**src/rtl/mc_ctrl_pkg.sv**
```systemverilog
// Shared types and constants for the multi-cycle MIPS control FSM.
// States, instruction classes, encodings and the ALU class helper.
package mc_ctrl_pkg;

    typedef enum logic [3:0] {
        S_IDLE, S_IF, S_ID, S_EXE, S_WB, S_MADDR, S_MEM,
        S_LWB, S_BR, S_J, S_JR, S_LINK, S_TRAP
    } state_t;

    typedef enum logic [3:0] {
        C_RALU, C_SHIFT, C_JR, C_JALR, C_IMM, C_LW,
        C_SW, C_BEQ, C_J, C_JAL, C_ILL
    } iclass_t;

    localparam logic [5:0] OP_RTYPE = 6'h00;
    localparam logic [5:0] OP_J     = 6'h02;
    localparam logic [5:0] OP_JAL   = 6'h03;
    localparam logic [5:0] OP_BEQ   = 6'h04;
    localparam logic [5:0] OP_ADDI  = 6'h08;
    localparam logic [5:0] OP_ADDIU = 6'h09;
    localparam logic [5:0] OP_SLTI  = 6'h0a;
    localparam logic [5:0] OP_SLTIU = 6'h0b;
    localparam logic [5:0] OP_ANDI  = 6'h0c;
    localparam logic [5:0] OP_LUI   = 6'h0f;
    localparam logic [5:0] OP_LW    = 6'h23;
    localparam logic [5:0] OP_SW    = 6'h2b;

    localparam logic [5:0] FN_SLL  = 6'h00;
    localparam logic [5:0] FN_SRL  = 6'h02;
    localparam logic [5:0] FN_SRA  = 6'h03;
    localparam logic [5:0] FN_JR   = 6'h08;
    localparam logic [5:0] FN_JALR = 6'h09;
    localparam logic [5:0] FN_ADD  = 6'h20;
    localparam logic [5:0] FN_ADDU = 6'h21;
    localparam logic [5:0] FN_SUB  = 6'h22;
    localparam logic [5:0] FN_SUBU = 6'h23;
    localparam logic [5:0] FN_AND  = 6'h24;
    localparam logic [5:0] FN_OR   = 6'h25;
    localparam logic [5:0] FN_XOR  = 6'h26;
    localparam logic [5:0] FN_NOR  = 6'h27;
    localparam logic [5:0] FN_SLT  = 6'h2a;
    localparam logic [5:0] FN_SLTU = 6'h2b;

    localparam logic [1:0] PCSRC_ALU    = 2'b00;
    localparam logic [1:0] PCSRC_ALUOUT = 2'b01;
    localparam logic [1:0] PCSRC_JUMP   = 2'b10;
    localparam logic [1:0] PCSRC_RS     = 2'b11;

    localparam logic [1:0] REGDST_RT = 2'b00;
    localparam logic [1:0] REGDST_RD = 2'b01;
    localparam logic [1:0] REGDST_RA = 2'b10;

    localparam logic [1:0] M2R_MDR    = 2'b00;
    localparam logic [1:0] M2R_ALUOUT = 2'b01;
    localparam logic [1:0] M2R_PC     = 2'b10;

    localparam logic [1:0] ASRC_PC    = 2'b00;
    localparam logic [1:0] ASRC_RS    = 2'b01;
    localparam logic [1:0] ASRC_SHAMT = 2'b10;

    localparam logic [1:0] BSRC_RT     = 2'b00;
    localparam logic [1:0] BSRC_FOUR   = 2'b01;
    localparam logic [1:0] BSRC_IMM    = 2'b10;
    localparam logic [1:0] BSRC_IMM_SH = 2'b11;

    localparam logic [1:0] FAULT_NONE    = 2'b00;
    localparam logic [1:0] FAULT_ILLEGAL = 2'b01;
    localparam logic [1:0] FAULT_BUS     = 2'b10;

    localparam logic [2:0] ALU_ADD   = 3'b000;
    localparam logic [2:0] ALU_SUB   = 3'b001;
    localparam logic [2:0] ALU_FUNCT = 3'b010;
    localparam logic [2:0] ALU_AND   = 3'b100;
    localparam logic [2:0] ALU_SLT   = 3'b101;

    function automatic logic [2:0] alu_class(iclass_t c, logic [5:0] op);
        logic [2:0] r;
        r = ALU_ADD;
        if (c == C_RALU || c == C_SHIFT || c == C_JR || c == C_JALR)
            r = ALU_FUNCT;
        else if (c == C_BEQ)
            r = ALU_SUB;
        else if (op == OP_ANDI)
            r = ALU_AND;
        else if (op == OP_SLTI || op == OP_SLTIU)
            r = ALU_SLT;
        return r;
    endfunction

endpackage

```
**src/rtl/mc_ctrl_decode.sv**
```systemverilog
// Combinational opcode/funct decoder: instruction class plus legal flag.
// Anything not in the supported subset decodes to C_ILL.
module mc_ctrl_decode
    import mc_ctrl_pkg::*;
(
    input  logic [5:0] opcode,
    input  logic [5:0] funct,
    output iclass_t    iclass,
    output logic       legal
);

    always_comb begin
        iclass = C_ILL;
        unique case (opcode)
            OP_RTYPE: begin
                unique case (funct)
                    FN_JR:   iclass = C_JR;
                    FN_JALR: iclass = C_JALR;
                    FN_SLL, FN_SRL, FN_SRA:
                        iclass = C_SHIFT;
                    FN_ADD, FN_ADDU, FN_SUB, FN_SUBU,
                    FN_AND, FN_OR, FN_XOR, FN_NOR,
                    FN_SLT, FN_SLTU:
                        iclass = C_RALU;
                    default: iclass = C_ILL;
                endcase
            end
            OP_ADDI, OP_ADDIU, OP_ANDI,
            OP_SLTI, OP_SLTIU, OP_LUI:
                iclass = C_IMM;
            OP_LW:   iclass = C_LW;
            OP_SW:   iclass = C_SW;
            OP_BEQ:  iclass = C_BEQ;
            OP_J:    iclass = C_J;
            OP_JAL:  iclass = C_JAL;
            default: iclass = C_ILL;
        endcase
    end

    assign legal = (iclass != C_ILL);

endmodule

```
**src/rtl/mc_ctrl_hs.sv**
```systemverilog
// Multi-cycle MIPS control FSM with req/ready memory handshake and trap halt.
// Define MC_CTRL_PERF_EN to add instr_retired/stall_cycles counters.
module mc_ctrl_hs
    import mc_ctrl_pkg::*;
#(
    parameter int ALUOP_W     = 4,
    parameter int TMO_W       = 4,
    parameter int MEM_TIMEOUT = 15
) (
    input  logic               clk,
    input  logic               reset,
    input  logic [5:0]         opcode,
    input  logic [5:0]         funct,
    input  logic               mem_ready,
    output logic               mem_req,
    output logic               mem_we,
    output logic               iord,
    output logic               ir_write,
    output logic               pc_write,
    output logic               pc_write_cond,
    output logic [1:0]         pc_source,
    output logic               reg_write,
    output logic [1:0]         reg_dst,
    output logic [1:0]         mem_to_reg,
    output logic               ext_op,
    output logic               lui_op,
    output logic [1:0]         alu_src_a,
    output logic [1:0]         alu_src_b,
    output logic [ALUOP_W-1:0] alu_op,
    output logic               fault,
    output logic [1:0]         fault_code
`ifdef MC_CTRL_PERF_EN
    ,
    output logic [31:0]        instr_retired,
    output logic [31:0]        stall_cycles
`endif
);

    state_t           state;
    state_t           state_nxt;
    iclass_t          iclass;
    logic             legal;
    logic [TMO_W-1:0] wait_cnt;
    logic [1:0]       code_q;
    logic [1:0]       trap_code;
    logic [2:0]       cls;
    logic [2:0]       alu_cls;
    logic             alu_live;
    logic             timeout;
    logic             is_r;

    mc_ctrl_decode u_dec (
        .opcode (opcode),
        .funct  (funct),
        .iclass (iclass),
        .legal  (legal)
    );

    assign cls     = alu_class(iclass, opcode);
    assign timeout = (wait_cnt == TMO_W'(MEM_TIMEOUT)) && !mem_ready;
    assign is_r    = (iclass == C_RALU) || (iclass == C_SHIFT);

    always_ff @(posedge clk or posedge reset) begin
        if (reset) begin
            state    <= S_IDLE;
            wait_cnt <= '0;
            code_q   <= FAULT_NONE;
        end else begin
            state <= state_nxt;
            if (mem_ready || (state_nxt != state &&
                (state_nxt == S_IF || state_nxt == S_MEM)))
                wait_cnt <= '0;
            else if (mem_req)
                wait_cnt <= wait_cnt + 1'b1;
            if (trap_code != FAULT_NONE)
                code_q <= trap_code;
        end
    end

    always_comb begin
        state_nxt     = state;
        trap_code     = FAULT_NONE;
        mem_req       = 1'b0;
        mem_we        = 1'b0;
        iord          = 1'b0;
        ir_write      = 1'b0;
        pc_write      = 1'b0;
        pc_write_cond = 1'b0;
        pc_source     = PCSRC_ALU;
        reg_write     = 1'b0;
        reg_dst       = REGDST_RT;
        mem_to_reg    = M2R_MDR;
        ext_op        = 1'b0;
        lui_op        = 1'b0;
        alu_src_a     = ASRC_PC;
        alu_src_b     = BSRC_RT;
        alu_cls       = ALU_ADD;
        alu_live      = 1'b1;
        unique case (state)
            S_IDLE: begin
                alu_live  = 1'b0;
                state_nxt = S_IF;
            end
            S_IF: begin
                mem_req = 1'b1;
                if (mem_ready) begin
                    ir_write  = 1'b1;
                    pc_write  = 1'b1;
                    alu_src_b = BSRC_FOUR;
                    state_nxt = S_ID;
                end else if (timeout) begin
                    state_nxt = S_TRAP;
                    trap_code = FAULT_BUS;
                end
            end
            S_ID: begin
                alu_src_b = BSRC_IMM_SH;
                if (!legal) begin
                    state_nxt = S_TRAP;
                    trap_code = FAULT_ILLEGAL;
                end else begin
                    unique case (iclass)
                        C_RALU, C_SHIFT, C_IMM: state_nxt = S_EXE;
                        C_JR:                   state_nxt = S_JR;
                        C_JALR, C_JAL:          state_nxt = S_LINK;
                        C_LW, C_SW:             state_nxt = S_MADDR;
                        C_BEQ:                  state_nxt = S_BR;
                        C_J:                    state_nxt = S_J;
                        default:                state_nxt = S_TRAP;
                    endcase
                end
            end
            S_EXE: begin
                alu_cls = cls;
                if (iclass == C_SHIFT) begin
                    alu_src_a = ASRC_SHAMT;
                end else if (iclass == C_RALU) begin
                    alu_src_a = ASRC_RS;
                end else begin
                    alu_src_a = ASRC_RS;
                    alu_src_b = BSRC_IMM;
                    ext_op    = 1'b1;
                    lui_op    = (opcode == OP_LUI);
                end
                state_nxt = S_WB;
            end
            S_WB: begin
                alu_cls    = cls;
                reg_write  = 1'b1;
                mem_to_reg = M2R_ALUOUT;
                reg_dst    = is_r ? REGDST_RD : REGDST_RT;
                state_nxt  = S_IF;
            end
            S_MADDR: begin
                alu_src_a = ASRC_RS;
                alu_src_b = BSRC_IMM;
                ext_op    = 1'b1;
                state_nxt = S_MEM;
            end
            S_MEM: begin
                alu_cls = cls;
                mem_req = 1'b1;
                iord    = 1'b1;
                mem_we  = (opcode == OP_SW);
                if (mem_ready) begin
                    state_nxt = (iclass == C_LW) ? S_LWB : S_IF;
                end else if (timeout) begin
                    state_nxt = S_TRAP;
                    trap_code = FAULT_BUS;
                end
            end
            S_LWB: begin
                alu_cls   = cls;
                reg_write = 1'b1;
                state_nxt = S_IF;
            end
            S_BR: begin
                alu_cls       = cls;
                alu_src_a     = ASRC_RS;
                pc_write_cond = 1'b1;
                pc_source     = PCSRC_ALUOUT;
                state_nxt     = S_IF;
            end
            S_J: begin
                alu_cls   = cls;
                pc_write  = 1'b1;
                pc_source = PCSRC_JUMP;
                state_nxt = S_IF;
            end
            S_JR: begin
                alu_cls   = cls;
                pc_write  = 1'b1;
                pc_source = PCSRC_RS;
                state_nxt = S_IF;
            end
            // Register file samples the old PC while the PC itself updates.
            S_LINK: begin
                alu_cls    = cls;
                reg_write  = 1'b1;
                mem_to_reg = M2R_PC;
                pc_write   = 1'b1;
                if (iclass == C_JAL) begin
                    reg_dst   = REGDST_RA;
                    pc_source = PCSRC_JUMP;
                end else begin
                    reg_dst   = REGDST_RD;
                    pc_source = PCSRC_RS;
                end
                state_nxt = S_IF;
            end
            S_TRAP: begin
                alu_live = 1'b0;
            end
            default: begin
                alu_live  = 1'b0;
                state_nxt = S_TRAP;
            end
        endcase
    end

    always_comb begin
        alu_op = '0;
        if (alu_live) begin
            alu_op[2:0]         = alu_cls;
            alu_op[ALUOP_W-1]   = opcode[0];
        end
    end

    assign fault      = (state == S_TRAP);
    assign fault_code = code_q;

`ifdef MC_CTRL_PERF_EN
    always_ff @(posedge clk or posedge reset) begin
        if (reset) begin
            instr_retired <= '0;
            stall_cycles  <= '0;
        end else begin
            if (state_nxt == S_IF && state != S_IF && state != S_IDLE)
                instr_retired <= instr_retired + 32'd1;
            if (mem_req && !mem_ready)
                stall_cycles <= stall_cycles + 32'd1;
        end
    end
`endif

endmodule

```
**config.mk**
```make
export PLATFORM = sky130hd
export DESIGN_NAME = mc_ctrl_hs
export DESIGN_NICKNAME = d
export VERILOG_FILES = /design/src/rtl/mc_ctrl_pkg.sv /design/src/rtl/mc_ctrl_decode.sv /design/src/rtl/mc_ctrl_hs.sv
export SDC_FILE = /design/constraint.sdc
export NUM_CORES = 1
export LEC_CHECK = 0
export ABC_AREA = 1
export CAP_MARGIN = 20
export CORE_ASPECT_RATIO = 0.9
export CORE_MARGIN = 3
export CORE_UTILIZATION = 44
export DETAILED_ROUTE_END_ITERATION = 8
export GPL_ROUTABILITY_DRIVEN = 0
export GPL_TIMING_DRIVEN = 0
export PLACE_DENSITY_LB_ADDON = 0.3
export SLEW_MARGIN = 20
export SYNTH_ARGS = -nofsm -noshare
export SYNTH_HDL_FRONTEND = slang
export SYNTH_HIERARCHICAL = 1
export SYNTH_SLANG_ARGS = --single-unit
```
**constraint.sdc**
```tcl
create_clock -name clk -period 2.3 [get_ports clk]
set_input_delay 0.46 -clock clk [delete_from_list [all_inputs] [get_ports clk]]
set_output_delay 0.46 -clock clk [all_outputs]
set_load 0.005 [all_outputs]
```
Yosys cells after proc, flatten, opt, wreduce, memory -nomap -nowiden --
Memory sizes are Yosys's and may differ from the RTL's. Index checks and enable logic that the tools add are counted.
Storage, ports and cells: flip-flop bits (word level) 10, ROM bits 256, input port bits 15, output and inout port bits 26, logic and storage cells 108, memories kept 2
Memory list:
- (name not given) | depth 64, width 3, read ports 1, clocked after Yosys merged registers in 0, write ports 0, RTL line mc_ctrl_decode.sv:16 | unique case (funct)
- (name not given) | depth 16, width 4, read ports 1, clocked after Yosys merged registers in 0, write ports 0, RTL line mc_ctrl_hs.sv:122 | unique case (iclass)
Operators by class: $add $sub $neg 1, equality and inequality tests 34, muxes and demuxes 46, reductions and logical operators 22
Operators with widths (count):
- 4-bit one-hot mux with 7 select lines | 2
- 6-bit by 4-bit == test with 1-bit output (second input constant) | 6
- 4-bit by 3-bit == test with 1-bit output (second input constant) | 7
- 4-bit == test (second input constant) | 7
- 4-bit two-way mux | 7
- 3-bit two-way mux | 6
- 1-bit two-way mux | 17
- 4-bit by 2-bit == test with 1-bit output (second input constant) | 4
- 2-bit one-hot mux with 2 select lines | 4
- 2-bit one-hot mux with 4 select lines | 2
- 4-bit by 1-bit == test with 1-bit output (second input constant) | 3
- 6-bit by 2-bit == test with 1-bit output (second input constant) | 2
- 6-bit == test (second input constant) | 2
- 2-bit two-way mux | 6
- 11-bit OR reduction | 1
- 4-bit zero test | 2
- 8-bit OR reduction | 1
- 7-bit OR reduction | 1
- 6-bit by 3-bit == test with 1-bit output (second input constant) | 1
- 6-bit zero test | 1
- 1-bit logical OR | 6
- 3-bit OR reduction | 2
- 6-bit OR reduction | 1
- 4-bit by 1-bit adder with 4-bit output (second input constant) | 1
- 7 further kinds | 11

Longest topological paths before layout --
Gate-level depths: netlist (run 1).
depth in word-level cells 12, gate-level depth with buffers 23, mapped depth without buffers 23

Modules after synthesis --
The synthesis (run 1) kept the hierarchy.
By module, submodules not included:
- mc_ctrl_hs | times used 1, cells each 192, area an instance 1159.9 µm², sequential area each 250.2 µm²
- mc_ctrl_decode | times used 1, cells each 66, area an instance 302.8 µm², sequential area each 0.0 µm²

Worst setup path after synthesis (run 1) --
No wires, ideal clock.
path kind input port to output port, start input opcode[0], end output alu_op[0], arrival 2.002 ns, required time 1.840 ns, setup slack -0.162 ns, stages on the path 14, path buffers 0, path through nor2_2 nand2_1 nor2_2 nand3_1 nand2_1 inv_1 nand2_2 inv_1 ha_1 o21ai_0 nand2_1 a21oi_1 nand2_1 a21oi_1
On the way: longest elaborated chain between the ends 10, elaborated cells between the ends (all ways) 29, classes of those cells eq/ne: 15; mux: 7; reduce/logical: 7
RTL lines:
- start, declared | RTL line mc_ctrl_hs.sv:12 | input logic [5:0] opcode,
- 6-bit by 4-bit == test with 1-bit output | RTL line mc_ctrl_decode.sv:14 | unique case (opcode)
- 6-bit OR reduction | RTL line mc_ctrl_decode.sv:14
- 4-bit one-hot mux with 7 select lines (*) | RTL line mc_ctrl_decode.sv:14
- named net iclass[1] | RTL line mc_ctrl_hs.sv:41 | iclass_t iclass;
- 4-bit by 1-bit == test with 1-bit output or 4-bit zero test (tied branches) | RTL line mc_ctrl_pkg.sv:79 | if (c == C_RALU || c == C_SHIFT || c == C_JR || c == C_JALR)
- 1-bit logical OR (3 in series) | RTL line mc_ctrl_pkg.sv:79
- 3-bit two-way mux (*) | RTL line mc_ctrl_pkg.sv:79
- 3-bit two-way mux (*) | RTL line mc_ctrl_hs.sv:99 | unique case (state)
- 4-bit two-way mux (*) | RTL line mc_ctrl_hs.sv:223 | if (alu_live) begin
- end, declared | RTL line mc_ctrl_hs.sv:29 | output logic [ALUOP_W-1:0] alu_op,
The timed path passes the listed nets; every way through them passes the cells marked *.

Final worst setup path (run 1) --
start input opcode[0], end register wait_cnt[0]
On the way: elaborated cells between the ends (all ways) 29, classes of those cells eq/ne: 16; mux: 6; reduce/logical: 6; memory: 1
RTL lines:
- 6-bit by 4-bit == test with 1-bit output | RTL line mc_ctrl_decode.sv:14
- 6-bit OR reduction | RTL line mc_ctrl_decode.sv:14
- 4-bit one-hot mux with 7 select lines (*) | RTL line mc_ctrl_decode.sv:14
- named net iclass[2] | RTL line mc_ctrl_hs.sv:41
- memory 16 x 4 bit or 4-bit inequality test (tied branches)
- 4-bit two-way mux (*) | RTL line mc_ctrl_hs.sv:118 | if (!legal) begin
- 4-bit one-hot mux with 7 select lines (*) | RTL line mc_ctrl_hs.sv:99
- named net state_nxt[0] | RTL line mc_ctrl_hs.sv:40 | state_t state_nxt;
- 4-bit by 1-bit == test with 1-bit output or 4-bit by 3-bit == test with 1-bit output (tied branches) | RTL line mc_ctrl_hs.sv:71 | (state_nxt == S_IF || state_nxt == S_MEM)))
- 1-bit logical OR | RTL line mc_ctrl_hs.sv:71
- 1-bit logical AND (*) | RTL line mc_ctrl_hs.sv:70 | if (mem_ready || (state_nxt != state &&
- 1-bit logical OR (*) | RTL line mc_ctrl_hs.sv:70
- 4-bit two-way mux or 2-bit nonzero test (tied branches)
- end signal, assigned | RTL line mc_ctrl_hs.sv:74 | wait_cnt <= wait_cnt + 1'b1;
- end, declared | RTL line mc_ctrl_hs.sv:43 | logic [TMO_W-1:0] wait_cnt;
Marked as above. A chain may end at the register's enable or synchronous reset.

==> results.cfg, run 1 <==
[status]
status = complete, but fails checks
violations = DRC, setup timing

[route]
vias_per_cell = 5.73
antenna_left = 0
dr.pass1.iters = 9
drt_iter0_markers = 296
wl_per_cell_um = 16.2
vias = 2108
drc = 13
routed_wirelength_mm = 5.97

[clock_network]
clkLatencyLatePin_ns = 0.24
numClockSinks = 10
cts-hold-fix-buffers = 0
cts.clk_slew.worst_paths_ns = 0.05
cts_tree = yes
numCtsBuffers = 3
ctsHtreeMaxLevel = 1
cts.path.max_buffers = 2
root_buffer = clkbuf_8

[placement]
dp.cells = 340
dpl.hpwl_mm = 3.16
port_buffers = 40

[yosys]
netlist_instances = 258
yosys.area.top_type = nand2_1
synthMuxAreaShare = 0.00770
yosys.area_share.simple = 0.554
synth_fa_ha_area_frac = 0.0428
synth_compound_area_frac = 0.0984
ys.warnings.count = 6
synth_cell_type_count = 31
synthesis.nets = 278
ys_ff_latch = 10
synth_top_cell_area_share = 0.175
synth_xor_area_frac = 0.0180
ys_seq_area_frac = 0.171
syn_area_um2 = 1460
syn_area_per_cell_um2 = 5.67
synthTopCellsByArea = nand2_1, dfrtp_1, nor2_1, inv_1, nand3_1
synth_top_family_by_area = simple AND/OR/NAND/NOR gates

[layout]
final_common_cell = nand2_1
antenna_cells = 0
layout_common_cells = nand2_1, nor2_1, inv_1
fin_nets = 347
area_growth_pct = 64.0
utilization = 0.770
drive_gt1_frac = 0.445
stdcell_count = 368

[global_route]
grtUsageMet2 = 0.424
grt_start_max_net_pins = 11
gr-total-overflow = 0
gr-usage-met1 = 0.318
use_met3 = 0.0444
grt_usage = 0.246
grt_first_pass_wirelength_mm = 7.73
grt_pass1_vias = 1772
grt.busiest_layer = met2
grt_antenna_before_repair = 0

[min_path]
whs_path_depth = 1
min_to = fault_code[0]$_DFFE_PP0P_
min_from = fault_code[0]$_DFFE_PP0P_
hold_path.class = flop to flop

[job]
cap_violations = 0

[die]
pin_count = 41
fp-row-count = 19
die_w_um = 66.8
die_y_um = 60.7
fp.coreArea_um2 = 3110
start_util = 0.470
die_area_um2 = 4050

[timing]
clock-skew-final_ns = 0.0130
hold_viol = 0
fmax_mhz = 373
worstMarginPinSlew_ns = 0.426
relSlewSlack = 0.715
rsz0062_at_grt = true
slew_viol_final = 0
fin_ws_ns = -0.380
fin_crit_sh = 1.17
finalSetupViolCount = 16
period_needed_ns = 2.68

[setup_path]
rr_worst_depth = 12
r2r-start = state[1]$_DFF_PP0_
reg2reg_slack_ns = 0.25
arrival_ns = 2.80
startpoint_type = primary input
regToRegEndpoint = wait_cnt[0]$_DFFE_PP0P_
worstPathMaxFanout = 7
cp.required_ns = 2.42
criticalPathCategory = primary input to flop
endpoint_kind = flop

[pwr]
power_density_nw_per_um2 = 782
leakagePower_nw = 1.22
ir_worst_vdd_mv = 0.612
-- logic make-up after synthesis --
group                    Yosys count
adder cells (fa/ha/maj)            5
XOR/XNOR                           3
AND/OR/NAND/NOR                  171
buffers and inverters             42
AO/OA/AOI/OAI                     26
multiplexers                       1
flip-flops                        10
-- repair_timing --
| action | CTS | global route |
|---|---|---|
| resized for setup | 149 | 49 |
| buffers inserted | 20 | 5 |
| gates cloned | 0 | 0 |
| pin swaps | 28 | 27 |
| setup endpoints to repair | 23 | 19 |
-- per-layer routing --
| layer | vias up | share of wire |
|---|---|---|
| li1 | 951 | - |
| met2 | 172 | 0.45 |
| met1 | 928 | 0.37 |
| met4 | 0 | 0.059 |
| met5 | - | 0 |
| met3 | 57 | 0.12 |
-- cells in the mapped netlist --
master / number
xor2_1: 2
nand2_4: 2
nor2_2: 8
nand2b_1: 1
nor2_4: 5
nor3_1: 1
ha_1: 5
o31ai_1: 1
nand2_2: 7
o21ai_0: 13
a21oi_1: 7
clkinv_1: 1
nor4_1: 2
and3_1: 2
a21boi_1: 1
dfrtp_1: 10
a31oi_1: 1
nand3_2: 3
nand3b_1: 2
o211ai_1: 2
mux2_2: 1
nand3_1: 22
nand2_1: 68
nor2_1: 44
inv_1: 35
or2_2: 1
nand4_1: 2
xnor2_1: 1
inv_2: 6
a21o_1: 1
nor3b_1: 1
-- state kept, by name, indices dropped and copies added (netlist names) --
register,count
fault_code,2
state,4
wait_cnt,4
-- through the flow --
| stage | power, W | instance area [um2] | setup TNS [ns] | hold slack (ns) | setup slack (ns) |
|---|---|---|---|---|---|
| after global placement | 0.00139 | 1930 | -16.25 | 0.477 | -1.29 |
| after floorplan | 0.000982 | 1480 | 0 | 0.300 | 0.000457 |
| after global routing | 0.00199 | 2400 | -5.65 | 0.506 | -0.433 |
| final | 0.00187 | 2400 | -4.45 | 0.485 | -0.380 |
| after CTS | 0.00169 | 2220 | -2.35 | 0.491 | -0.267 |
| after detailed placement | 0.00140 | 1930 | -16.97 | 0.469 | -1.33 |
-- critical path: stages --
cell      delay, ns
buf_6          0.11
nand2_4        0.07
nand2_1        0.05
nor2_1         0.11
nor2_1         0.07
nor2_2         0.15
nand2_1        0.23
nor2_4         0.22
buf_4          0.15
nand2_1        0.08
buf_4          0.14
buf_4          0.12
nand3_1        0.10
nand2b_1       0.11
nand3_1        0.11
nor2_2         0.15
nand2_1        0.07
nand2_1        0.07
nand2_1        0.06
nand2_2        0.11
nor2_2         0.05
-- cell type report --
cell class | count | area (um2)
clock buffers | 4 | 55.1
fillers | 206 | 716
inverters | 42 | 165
multi-input cells | 206 | 1310
flip-flops and latches | 10 | 255
well taps | 42 | 52.6
repair buffers | 64 | 563
-- report_power, final --
group          total, W  switching (W)  internal, W
logic           0.00132       0.000800     0.000518
registers      0.000325      0.0000934     0.000232
clock network  0.000231      0.0000804     0.000151
-- worst max-delay path by stage --
| stage | startpoint | slack (ns) | depth (start not counted) | endpoint |
|---|---|---|---|---|
| global route | opcode[2] | -0.43 | 16 | alu_op[0] |
| finish | opcode[0] | -0.38 | 21 | wait_cnt[0]$_DFFE_PP0P_ |
| CTS | opcode[0] | -0.27 | 15 | alu_op[0] |
| global placement | opcode[1] | -1.29 | 17 | alu_op[0] |
| detailed placement | opcode[1] | -1.33 | 15 | alu_op[0] |
| floorplan | opcode[5] | 0.0005 | 14 | alu_op[0] |
(Power assumes the default switching activity.)
==> run 2, diff against run 1 <==
- SYNTH_HIERARCHICAL: 1 -> default
==> run 2 against run 1 <==
Net effect:
- the flow finishes with violations (setup timing)
- sequential power is 45% lower
- hold slack better by 0.0080 ns
- count of clock-buffer cells in the layout is 1 lower
- synthesized area is 4.8% higher
- clock skew is 0.0095 ns lower
- maximum frequency is 3.0% lower
- register-to-register slack worse by 0.48 ns
- non-clock buffer count is 14 higher
- total power is 69% lower
==> results.cfg, run 2 <==
[placement]
dp.cells = 342
port_buffers = 39
dpl.hpwl_mm = 3.18
dpl_cell_area_um2 = 1980

[global_route]
grt_usage = 0.285
grt_start_max_net_pins = 11
grt_first_pass_wirelength_mm = 8.96
grt_pass1_vias = 1925
grt_antenna_before_repair = 0
gr-total-overflow = 0

[layout]
fillers = 144
seqCellArea_um2 = 254
multiInputGateArea_um2 = 1500
drive_gt1_frac = 0.525
final_common_cell = nand2_1
utilization = 0.861
stdcell_count = 383
area_growth_pct = 79.0
fin_nets = 368
fin_area_um2 = 2740
antenna_cells = 0
layout_common_cells = nand2_1, inv_1, nand2_2

[die]
fp-row-count = 19
fp.coreArea_um2 = 3190
pin_count = 41
die_y_um = 62.0
start_util = 0.481
die_w_um = 68.2
die_area_um2 = 4230

[pwr]
ir_worst_vdd_mv = 0.377
p_total_w = 0.000576
power_density_nw_per_um2 = 210
leakagePower_nw = 1.31

[yosys]
netlist_instances = 261
syn_area_per_cell_um2 = 5.87
yosysMostFrequentCell = nand2_1
yosys.area.top_type = dfrtp_1
synth_edf_count = 0
synth_top_cell_area_share = 0.163
synthesis.nets = 286
ys_seq_area_frac = 0.163
synthFlopType = dfrtp_1
ys.warnings.count = 0
syn_area_um2 = 1530
synthTopCellsByArea = dfrtp_1, nand2_1, inv_1, nor2_1, ha_1
synth_cell_type_count = 34
ys_ff_latch = 10
synthArstFlopShare = 1.00
ys_top_cells_by_count = nand2_1, inv_1, nor2_1, nand3_1, o21ai_0

[route]
dr.pass1.iters = 8
antenna_left = 0
vias_per_cell = 6.23
vias = 2387
wl_per_cell_um = 20.4
routed_wirelength_mm = 7.83
drc = 0
drt_iter0_markers = 472

[clock_network]
cts.path.max_buffers = 2
cts.clk_slew.worst_paths_ns = 0.05
cts_tree = yes
ctsHtreeMaxLevel = 1
numCtsBuffers = 3
clkLatencyLatePin_ns = 0.23
cts-hold-fix-buffers = 0
numClockSinks = 10
root_buffer = clkbuf_8

[setup_path]
arrival_ns = 2.30
rr_worst_depth = 15
criticalPathCategory = primary input to output pin
worstSetupStartpoint = opcode[4]
reg2reg_slack_ns = -0.23
regToRegEndpoint = wait_cnt[1]$_DFFE_PP0P_
cp.required_ns = 1.84
endpoint_kind = output pin
setup.worst_path.end = lui_op
worstPathMaxFanout = 8
r2r-start = state[2]$_DFF_PP0_
startpoint_type = primary input

[timing]
finalSetupViolCount = 20
slew_viol_final = 0
worstMarginPinSlew_ns = 0.515
period_needed_ns = 2.76
clock-skew-final_ns = 0.00349
fin_setup_tns_ns = -5.43
rsz0062_at_grt = true
fin_crit_sh = 1.20
relSlewSlack = 0.654
fin_ws_ns = -0.462
fmax_mhz = 362
hold_viol = 0

[status]
status = complete, but fails checks
violations = setup timing

[min_path]
hold_path.class = primary input to async pin

[job]
cap_violations = 0
==> run 2: cell types whose count changed in the layout (fill, tap and decap cells not counted), sizes merged, moves of 3 or more <==
cell and change:
nand3 -4, dlygate4sd2 +3, inv +11, buf +13, ha +5, nor2 -12
nor3 +6
==> run 2: repair_timing <==
item                                    in CTS  in global routing
buffers inserted                            34                 11
pin swaps                                   43                 33
resized for setup                          163                 73
endpoints found under the setup margin      29                 26
==> run 2: worst max-delay path, stage by stage <==
cell     delay [ns]
buf_8          0.10
nor2_4         0.26
inv_2          0.10
nor2_4         0.12
nand3_2        0.11
nand2_2        0.11
inv_2          0.07
nand2_8        0.10
inv_8          0.05
ha_4           0.17
o21ai_4        0.17
nand2_2        0.09
buf_6          0.14
nor2_2         0.10
buf_2          0.13
==> run 2: report_power, final <==
part / leakage, nW / internal, W / total, W / switching [W]
Clock: 0.0216 / 0.000114 / 0.000179 / 0.0000644
Combinational: 1.16 / 0.0000873 / 0.000217 / 0.000130
Sequential: 0.122 / 0.000179 / 0.000180 / 0.00000121
Total: 1.31 / 0.000381 / 0.000576 / 0.000195
==> run 2: layer usage <==
metal  up-vias  track usage  wire (um)
li1        984            -          -
met1      1070        0.368       3030
met2       259        0.471       3350
met3        74       0.0342        888
met4         0        0.147        557
met5         -            0          0
==> run 2: worst min path at each step <==
stage / end / slack [ns] / cells after the start
after detailed placement: fault_code[0]$_DFFE_PP0P_ / 0.48 / 2
after floorplan: fault_code[0]$_DFFE_PP0P_ / 0.30 / 1
after global routing: fault_code[1]$_DFFE_PP0P_ / 0.52 / 2
after CTS: wait_cnt[2]$_DFFE_PP0P_ / 0.50 / 2
after global placement: fault_code[0]$_DFFE_PP0P_ / 0.50 / 2
final: wait_cnt[1]$_DFFE_PP0P_ / 0.49 / 2
==> run 2: kinds of logic after synthesis <==
kind of cell / share of synthesized area
mux: 0.00653
flops: 0.163
xor+xnor: 0.0171
fa+ha+maj: 0.0816
buf+inv: 0.131
simple gates: 0.474
compound gates: 0.127
==> run 2: layout make-up <==
| cell class | count | share of cell area |
|---|---|---|
| Multi-Input combinational cell | 198 | 0.547 |
| Timing Repair Buffer | 77 | 0.248 |
| Sequential cell | 10 | 0.0926 |
| Inverter | 52 | 0.0766 |
| Tap cell | 42 | 0.0192 |
| Clock buffer | 3 | 0.0150 |
| Buffer | 1 | 0.00182 |
==> run 2: stage by stage <==
step | setup WS (ns) | hold WS (ns)
finish | -0.462 | 0.493
global route | -0.615 | 0.519
CTS | -0.192 | 0.500
detailed placement | -1.29 | 0.484
global placement | -1.22 | 0.497
floorplan | 0.0117 | 0.300
